## src/rtl/oled_pixel_sequencer.sv

```systemverilog
// -----------------------------------------------------------------------------
// oled_pixel_sequencer
//
// Turns each rising edge of the divided slow_clock into a one-clk pixel strobe.
// Walks a raster address over a WIDTH x HEIGHT OLED panel. On each strobe it
// samples the colour from the upstream renderer and presents it as a registered
// pixel stream with a frame marker.
//
// Optional feature: define FRAME_COUNT_EN to add the frame_count output.
//
// Ports:
//   clk          100 MHz system clock (slow_clock is in the same domain)
//   rst_n        asynchronous active-low reset
//   slow_clock   divided clock, registered level in the clk domain
//   enable       run control; ticks are ignored while low
//   restart      synchronous pulse; returns the raster to pixel 0
//   pixel_data   colour for the current pixel_index (combinational upstream)
//   pixel_index  raster address, 0..WIDTH*HEIGHT-1
//   x, y         column / row of pixel_index
//   pixel_out    registered colour of the last sampled pixel
//   pixel_valid  one-clk pulse when pixel_out updates
//   frame_begin  one-clk pulse with pixel_valid when pixel_out holds pixel 0
//   frame_count  (FRAME_COUNT_EN only) completed frames, modulo 256
// -----------------------------------------------------------------------------
module oled_pixel_sequencer #(
    parameter int unsigned WIDTH      = 96,
    parameter int unsigned HEIGHT     = 64,
    parameter int unsigned COLOR_BITS = 16
) (
    input  logic                  clk,
    input  logic                  rst_n,
    input  logic                  slow_clock,
    input  logic                  enable,
    input  logic                  restart,
    input  logic [COLOR_BITS-1:0] pixel_data,
    output logic [12:0]           pixel_index,
    output logic [6:0]            x,
    output logic [5:0]            y,
    output logic [COLOR_BITS-1:0] pixel_out,
    output logic                  pixel_valid,
`ifdef FRAME_COUNT_EN
    output logic [7:0]            frame_count,
`endif
    output logic                  frame_begin
);

    localparam logic [6:0] XMax = 7'(WIDTH - 1);
    localparam logic [5:0] YMax = 6'(HEIGHT - 1);

    logic                  prev_q;
    logic [12:0]           idx_q, idx_d;
    logic [6:0]            x_q, x_d;
    logic [5:0]            y_q, y_d;
    logic [COLOR_BITS-1:0] pix_q, pix_d;
    logic                  valid_q, valid_d;
    logic                  begin_q, begin_d;
    logic [7:0]            fcnt_q, fcnt_d;
    logic                  tick;
    logic                  advance;

    assign tick    = slow_clock & ~prev_q;
    assign advance = tick & enable & ~restart;

    always_comb begin
        idx_d   = idx_q;
        x_d     = x_q;
        y_d     = y_q;
        pix_d   = pix_q;
        valid_d = 1'b0;
        begin_d = 1'b0;
        fcnt_d  = fcnt_q;
        if (restart) begin
            // A tick coinciding with restart is dropped; pixel_out holds.
            idx_d  = '0;
            x_d    = '0;
            y_d    = '0;
            fcnt_d = '0;
        end else if (advance) begin
            pix_d   = pixel_data;
            valid_d = 1'b1;
            begin_d = (idx_q == 13'd0);
            if (x_q == XMax) begin
                x_d = '0;
                if (y_q == YMax) begin
                    y_d    = '0;
                    idx_d  = '0;
                    fcnt_d = fcnt_q + 8'd1;
                end else begin
                    y_d   = y_q + 6'd1;
                    idx_d = idx_q + 13'd1;
                end
            end else begin
                x_d   = x_q + 7'd1;
                idx_d = idx_q + 13'd1;
            end
        end
    end

    always_ff @(posedge clk or negedge rst_n) begin
        if (!rst_n) begin
            // prev starts high so a slow_clock already high at release is not a tick.
            prev_q  <= 1'b1;
            idx_q   <= '0;
            x_q     <= '0;
            y_q     <= '0;
            pix_q   <= '0;
            valid_q <= 1'b0;
            begin_q <= 1'b0;
            fcnt_q  <= '0;
        end else begin
            prev_q  <= slow_clock;
            idx_q   <= idx_d;
            x_q     <= x_d;
            y_q     <= y_d;
            pix_q   <= pix_d;
            valid_q <= valid_d;
            begin_q <= begin_d;
            fcnt_q  <= fcnt_d;
        end
    end

    assign pixel_index = idx_q;
    assign x           = x_q;
    assign y           = y_q;
    assign pixel_out   = pix_q;
    assign pixel_valid = valid_q;
    assign frame_begin = begin_q;

`ifdef FRAME_COUNT_EN
    assign frame_count = fcnt_q;
`else
    logic unused_fcnt;
    assign unused_fcnt = ^fcnt_q;
`endif

endmodule
```

## config.mk

```make
export PLATFORM = sky130hd
export DESIGN_NAME = oled_pixel_sequencer
export DESIGN_NICKNAME = d
export VERILOG_FILES = /design/src/rtl/oled_pixel_sequencer.sv
export SDC_FILE = /design/constraint.sdc
export NUM_CORES = 1
export LEC_CHECK = 0
export BUFFER_PORTS_ARGS = -buffer_cell sky130_fd_sc_hd__buf_2
export CAP_MARGIN = 20
export CORE_AREA = 5 5 103 57
export CTS_CLUSTER_DIAMETER = 60
export DETAILED_ROUTE_END_ITERATION = 6
export DIE_AREA = 0 0 108 62
export PLACE_DENSITY = 0.73
export SYNTH_ARGS = -nofsm -noshare
export SYNTH_HDL_FRONTEND = slang
export SYNTH_SLANG_ARGS = --single-unit
```

## constraint.sdc

```tcl
create_clock -name clk -period 1.8 [get_ports clk]
set_clock_uncertainty 0.2 [all_clocks]
set_input_delay 0.18 -clock clk [delete_from_list [all_inputs] [get_ports clk]]
set_output_delay 0.18 -clock clk [all_outputs]
set_load 0.05 [all_outputs]
```

==> results_dict.tcl <==
set metrics [dict create \
    crit_slowest_cell "dfrtp_2" \
    antenna_found_initial 0 \
    hp-class "primary input to register" \
    synth_nets 220 \
    arrival_ns 1.78 \
    die_h_um 62 \
    io_pins 65 \
    rsz0062_at_grt "yes" \
    wl_met2_um 2560 \
    synth_seq_cells 45 \
    ys_types 38 \
    drive_gt1_share_pct 51.3 \
    internal_power_mw 1.75 \
    maxUsedRoutingLayer "met4" \
    grt_pass1_vias 1852 \
    combPwrFrac_pct 27.4 \
    hold_path_depth 3 \
    via_per_inst 5.22 \
    min_to "prev_q" \
    swShare_pct 34.9 \
    stdcell_area_mm2 0.00316 \
    nets 328 \
    synth_compound_area_share_pct 10.7 \
    startpoint_type "register" \
    cp.required_ns 1.79 \
    clk_pin_slew_ns 0.09 \
    cp_max_fo 6 \
    period_needed_ns 1.78 \
    dp_hpwl_um 3950 \
    r2r_slack_ns 0.02 \
    fp.dieW_um 108 \
    wl_per_cell_um 16.1 \
    die-area_mm2 0.00670 \
    port_buffers 64 \
    fin_util_pct 66.2 \
    core_area_mm2 0.00477 \
    gr-total-overflow 0 \
    ys_seq_area_share_pct 53.3 \
    syn_inst 195 \
    wl_met1_um 2950 \
    cts.sink_count 45 \
    hold_path.startpoint "slow_clock" \
    powerDensity_mw_per_mm2 852 \
    final.setup.tns_ns 0 \
    globalRouteTotalUtil_pct 18.4 \
    synthFlopType "dfrtp_1" \
    seqPwrFrac_pct 43.3 \
    cpLargestDelayFamily "compound AO/OA/AOI/OAI gates" \
    grt_pass1_wl_um 9520 \
    power.switching_mw 0.941 \
    wl_met3_um 488 \
    max-slew-margin-rel_pct 61.5 \
    path_cells "ha_4 -> nand4b_4 -> nor2_4 -> a21boi_4 -> clkbuf_16 -> a21o_1 -> a22o_1" \
    async_flop_share_pct 100 \
    setup_violations 0 \
    netlist_area_mm2 0.00211 \
    area_growth_pct 49.7 \
    clk_path_buf_depth 2 \
    dpl_cell_area_mm2 0.00271 \
    maxSlewViolCount 0 \
    tightest_slew_ns 0.578 \
    rr_endpoint "pixel_index[3]" \
    htreeDepth 2 \
    ff2ff_path_depth 7 \
    hold_viol 0 \
    synth_top_family_by_area "simple AND/OR/NAND/NOR gates" \
    synth_mux_area_share_pct 9.06 \
    cp-end-kind "register" \
    syn_avg_cell_area_um2 10.8 \
    antenna_left 0 \
    synth_warnings 0 \
    maxCapViolCount 0 \
    synthAdderAreaFrac_pct 2.37 \
    synth_xor_area_share_pct 2.49 \
    cpPeakStageDelay_ns 0.39 \
    vias 1951 \
    fmax_mhz 561 \
    clock_power_share_pct 29.3 \
    status "finished, final reports clean" \
    final_cell_mix "64 x buf_2, 24 x dfrtp_1, 20 x dfrtp_2, 20 x buf_4, 19 x nand2_1" \
    grt_start_max_net_pins 46 \
    synth-simple-area-share_pct 19.4 \
    route.detailed.drc 0 \
    crit_type "register to register" \
    tritoncts "yes" \
    r2r-start "x[0]" \
    peakVddDrop_mv 0.755 \
    drt-initial-drc-count 76 \
    clk_latency_ns 0.30 \
    core.rowCount 18 \
    fillerInstances 364 \
    place.gp.congestion 0.854 \
    cp_num_buf_inv 1 \
    fin_crit_sh_pct 99.1 \
    cts_root_buf "clkbuf_8" \
    cts_made_buffers 5 \
    final_common_cell "buf_2" \
    first_pass_iters 4 \
    wl_um 6030 \
    p_leak_nw 1.51 \
    start_util_pct 44.3 \
    synth_edf_count 0 \
    antenna_cells 0 \
]
==> layout make-up <==
class	instances	area, um^2	share of cell area, %
sequential	45	1150	36.4
multi-input combinational	139	1040	32.8
timing repair buffer	108	756	23.9
tap	70	87.6	2.77
clock buffer	5	68.8	2.18
clock inverter	3	46.3	1.46
inverter	4	15.0	0.475
==> what timing repair did <==
action                                 4_1_cts  5_1_grt
pin swaps                                    1       11
gates resized for setup                      0        8
setup buffers                                1        5
hold buffers                                19        0
endpoints found under the hold margin       62        0
setup endpoints to repair                    1       29
cloned                                       0        3
==> worst max path at each step <==
stage,from,to,slack (ns),cells past startpoint
detailed placement,x[1],y[3],-0.02,6
finish,x[0],pixel_index[3],0.02,7
floorplan,x[0],y[3],-0.16,6
global placement,prev_q,x[6],0.03,4
CTS,prev_q,x[6],0.003,4
global route,y[0],pixel_index[7],-0.05,6
==> logic make-up after synthesis <==
kind of cell,after synthesis
and+or+nand+nor,76
DFF,45
buffers and inverters,11
adders and majority gates,4
muxes,17
AOI/OAI and AO/OA,36
xor gates and xnor gates,6
==> stage by stage <==
stage,setup WS [ns],hold slack (ns),std cells,total power [mW]
after floorplan,-0.158,-0.316,195,1.65
after global placement,0.0286,0.0957,338,1.84
after detailed placement,-0.0160,0.107,338,1.85
after CTS,0.00344,0.0646,366,2.68
after global routing,-0.0538,0.110,374,2.81
final,0.0159,0.108,374,2.70
==> worst register-to-register path: stages, from the launching register on <==
cell	delay, ns
dfrtp_2	0.39
ha_4	0.16
nand4b_4	0.10
nor2_4	0.19
a21boi_4	0.13
clkbuf_16	0.18
a21o_1	0.15
a22o_1	0.17
==> registers in the layout, indices dropped and copies added (netlist names) <==
signal       flops
frame_begin      1
pixel_index     13
pixel_out       16
pixel_valid      1
prev_q           1
x                7
y                6
==> power by group through the flow <==
| stage | clock, mW | combinational [mW] | sequential (mW) |
|---|---|---|---|
| global placement | 0 | 0.670 | 1.17 |
| global route | 0.850 | 0.779 | 1.18 |
| floorplan | 0 | 0.129 | 1.52 |
| finish | 0.790 | 0.738 | 1.17 |
| detailed placement | 0 | 0.679 | 1.18 |
| CTS | 0.809 | 0.709 | 1.16 |
==> synth_stat cells, drive strengths merged (4+ instances only) <==
library cell | instances | area share, %
xor2 | 4 | 1.7
nand2 | 19 | 3.4
and3 | 5 | 1.5
a31oi | 8 | 2.4
nand3 | 15 | 3.6
mux2 | 17 | 9.1
ha | 4 | 2.4
buf | 5 | 1.5
nor2 | 19 | 4.1
dfrtp | 44 | 52
o21ai | 7 | 1.7
inv | 4 | 0.71
a21oi | 14 | 3.5
==> layer usage <==
metal	vias to the layer above	GRT usage [%]
met5	-	0
met3	4	6.40
li1	918	-
met4	0	2.70
met1	954	26.2
met2	75	28.0
Note: power is estimated with default switching activity, not from simulation.
